[src/rtl/ps2_pkg.sv]
// Shared PS/2 receive definitions: FSM states, frame geometry and scan-code
// constants also used by the downstream break-code filter.
package ps2_pkg;

    typedef enum logic [1:0] {
        ST_IDLE = 2'd0,
        ST_DPS  = 2'd1,
        ST_LOAD = 2'd2
    } ps2_state_e;

    localparam int unsigned PS2_FRAME_BITS = 11;
    localparam int unsigned PS2_DPS_BITS   = 10;

    localparam logic [7:0] PS2_BRK = 8'hF0;
    localparam logic [7:0] PS2_EXT = 8'hE0;

    // True when data bits plus parity bit hold an odd number of ones.
    function automatic logic odd_parity_ok(input logic [8:0] bits);
        return ^bits;
    endfunction

endpackage

[src/rtl/ps2_filter.sv]
// Synchronises the raw PS/2 lines, glitch-filters the clock and flags the
// filtered clock's falling edge together with the synchronised data bit.
module ps2_filter
    import ps2_pkg::*;
#(
    parameter int unsigned FILTER_LEN = 8
) (
    input  logic clk,
    input  logic reset,
    input  logic ps2c,
    input  logic ps2d,
    output logic fall,
    output logic data_sync
);

    logic [1:0]            c_sync_q, c_sync_d;
    logic [1:0]            d_sync_q, d_sync_d;
    logic [FILTER_LEN-1:0] shreg_q,  shreg_d;
    logic                  filt_q,   filt_d;

    // Next-state: shift synchronisers and filter, hysteretic filtered level.
    always_comb begin
        c_sync_d = {c_sync_q[0], ps2c};
        d_sync_d = {d_sync_q[0], ps2d};
        shreg_d  = {shreg_q[FILTER_LEN-2:0], c_sync_q[1]};
        if (&shreg_q) begin
            filt_d = 1'b1;
        end else if (~|shreg_q) begin
            filt_d = 1'b0;
        end else begin
            filt_d = filt_q;
        end
    end

    // Registers preload to 1 so an idle-high bus never yields a fall after reset.
    always_ff @(posedge clk) begin
        if (reset) begin
            c_sync_q <= 2'b11;
            d_sync_q <= 2'b11;
            shreg_q  <= {FILTER_LEN{1'b1}};
            filt_q   <= 1'b1;
        end else begin
            c_sync_q <= c_sync_d;
            d_sync_q <= d_sync_d;
            shreg_q  <= shreg_d;
            filt_q   <= filt_d;
        end
    end

    assign fall      = filt_q & ~filt_d;
    assign data_sync = d_sync_q[1];

endmodule

[config.mk]
export PLATFORM = sky130hd
export DESIGN_NAME = ps2_filter
export DESIGN_NICKNAME = d
export VERILOG_FILES = /design/src/rtl/ps2_pkg.sv /design/src/rtl/ps2_filter.sv
export SDC_FILE = /design/constraint.sdc
export NUM_CORES = 1
export LEC_CHECK = 0
export CAP_MARGIN = 20
export CORE_AREA = 2 2 39 41
export CTS_BUF_LIST = sky130_fd_sc_hd__clkbuf_8
export DETAILED_ROUTE_END_ITERATION = 16
export DIE_AREA = 0 0 41 43
export HOLD_SLACK_MARGIN = 0.1
export SYNTH_ARGS = -nofsm -noshare
export SYNTH_HDL_FRONTEND = slang
export SYNTH_SLANG_ARGS = --single-unit
[constraint.sdc]
create_clock -name clk -period 1.1 [get_ports clk]
set_input_delay 0.22 -clock clk [delete_from_list [all_inputs] [get_ports clk]]
set_output_delay 0.22 -clock clk [all_outputs]
set_load 0.02 [all_outputs]
==> metrics.txt <==
net switching power=0.180 mW; # diodes=0; post-CTS setup buffers=0; Clock Skew=0.000908 ns; DRT Pass-1 Iters=1; GRT Overall Usage=0.0933; failing checks=setup timing; Slew HR=0.856; Worst Setup Path Type=flip-flop to output pin; post-detail-place hpwl=403 microns; Worst Tran Pin Value=0.214 ns; Reg clk slew, reported paths=0.05 ns; status=finished with violations; Final GP Congestion=0.641; Final Hold Viols=0; clock network power share=0.444; worst slack, placed=-0.540 ns; total grt overflow=0; Core ar.=0.00138 sq mm; full die area=0.00176 sq mm; Root Driver=clkbuf_8; most frequent cells in the layout=12 x or2_2, 8 x dfxtp_1, 5 x buf_4, 5 x dfxtp_2; largest family of logic cells by synthesized area=simple AND/OR/NAND/NOR gates; adder-cell area share of the yosys netlist=0; Mapped Area=409 sq um; Post-Synth Simple-Gate Area=0.333; period utilisation layout=1.27; DRC viols=0; PnR worst setup slack=-0.296 ns; Mapped Nets=38; Core Rows=14; die height=43 microns; f_max=716 MHz; via count=269; cts bufs inserted=3; Via density=4.27; R2R Setup Slk=0.05 ns; initial core utilization=0.296; total clock sinks=13; max_cap viols=0; clock tree buffer depth=2; Total Nets Final=52; initial antenna violation count=0; maximum vdd drop=1.03 mV; DR WL/cell=9.70 microns; CTS tree=yes; setup TNS=-0.296 ns; crit start category=flip-flop; synthesis-to-layout area growth=40.1%; number of global-route vias before repair=250; Post-CTS Hold Buffers=0; Critical Path RT=0.88 ns; LEAKAGE=0.240 nW; crit-path cells=nor4_4, and3_4, buf_6; 1st-iter DRT viols=0; Final setup viols=1; post-synthesis mux area share=0; post-synth cell types=10; Period minus WS final=1.40 ns; Hold Path Class=flip-flop to flip-flop; Sw Ratio=0.194; sequential element share of the synthesized area=0.636; Power Density=1620 mW/mm^2; Syn. warnings=0; largest net degree at the start of global routing=14; combinational power share=0.034; Clock Latency Late Sink=0.24 ns; ANT nets after route=0; Seq cells post-synth=13; IO Port Bufs=5; # IOs=6; largest delay contributor family on the critical path=simple AND/OR/NAND/NOR gates; DIE WIDTH=41 microns; cell-internal power=0.747 mW; first-pass GRT wire length=972 microns; overall routed net length=611 microns; post-synthesis compound-gate area fraction=0.0214; commonest non-fill, non-tap cell in the layout=or2_2; Reg power frac=0.523; syn_area_per_cell=12.0 sq um; hold slack=0.412 ns; Mapped Cells=34; CP endpoint kind=output pin; worst path buffer plus inverter count=1; critical path peak fanout=2; H-tree depth=1; crit path DAT=1.18 ns; CP peak stage delay=0.33 ns; share of layout cells above drive strength 1=0.638; xor/xnor share of the synthesized area=0; CP max-delay cell=dfxtp_2; RSZ-0062 raised after global routing=true; fin. max-slew vios=0
## synthesized netlist by cell type
master | number | area [sq um]
a211o_1 | 1 | 8.76
and3_2 | 1 | 7.51
clkbuf_1 | 1 | 3.75
dfxtp_1 | 13 | 260
nand2_1 | 1 | 3.75
nand4_1 | 2 | 12.5
nor2_1 | 1 | 3.75
nor4_2 | 1 | 12.5
nor4_4 | 1 | 21.3
or2_2 | 12 | 75.1
## per-stage QoR
step | utilization | area, sq um | cells | power [mW]
6_report | 0.414 | 573 | 63 | 0.928
4_1_cts | 0.417 | 577 | 63 | 0.946
3_3_place_gp | 0.371 | 513 | 59 | 0.527
3_5_place_dp | 0.371 | 513 | 59 | 0.527
5_1_grt | 0.414 | 573 | 63 | 0.967
2_1_floorplan | - | 409 | 34 | 0.507
## power by group through the flow
stage | clock, mW | combinational, mW | sequential (mW)
after floorplan | 0 | 0.0121 | 0.495
after global placement | 0 | 0.0332 | 0.494
after detailed placement | 0 | 0.0330 | 0.494
after CTS | 0.428 | 0.0325 | 0.485
after global routing | 0.446 | 0.0355 | 0.486
final | 0.411 | 0.0312 | 0.485
## final cells by class
class | count | area [sq um]
Clock inverter | 1 | 3.75
Timing Repair Buffer | 10 | 83.8
Clock buffer | 3 | 41.3
Multi-Input combinational cell | 20 | 158
Fill cell | 137 | 811
Tap cell | 16 | 20.0
Sequential cell | 13 | 267
## final timing paths
kind	startpoint	endpoint	depth (start not counted)
max reg2reg	shreg_q[7]$_SDFF_PP1_	filt_q$_SDFF_PP1_	3
min	d_sync_q[0]$_SDFF_PP1_	d_sync_q[1]$_SDFF_PP1_	1
min reg2reg	d_sync_q[0]$_SDFF_PP1_	d_sync_q[1]$_SDFF_PP1_	1
max	shreg_q[7]$_SDFF_PP1_	fall	3
## logic make-up (layout without fill, tap and decap cells)
group           count (synthesis)  in the layout
buf+inv                         1             14
simple gates                   19             19
flops                          13             13
compound gates                  1              1
## layer usage
layer,up-vias,track usage,part of all wire
met4,0,0.0600,0.018
met3,2,0.0785,0.082
met1,119,0.0864,0.44
met5,-,0,0
met2,9,0.131,0.45
li1,139,-,-
## state kept, by name, summed over array words and instances, names as in the netlist
name	count
filt_q	1
shreg_q	8
c_sync_q	2
d_sync_q	2
## timing repair
item,in CTS,in global routing
pin swaps,3,4
setup endpoints to repair,3,3
resized for setup,14,2
No activity file was read; power rests on OpenSTA's default activity.
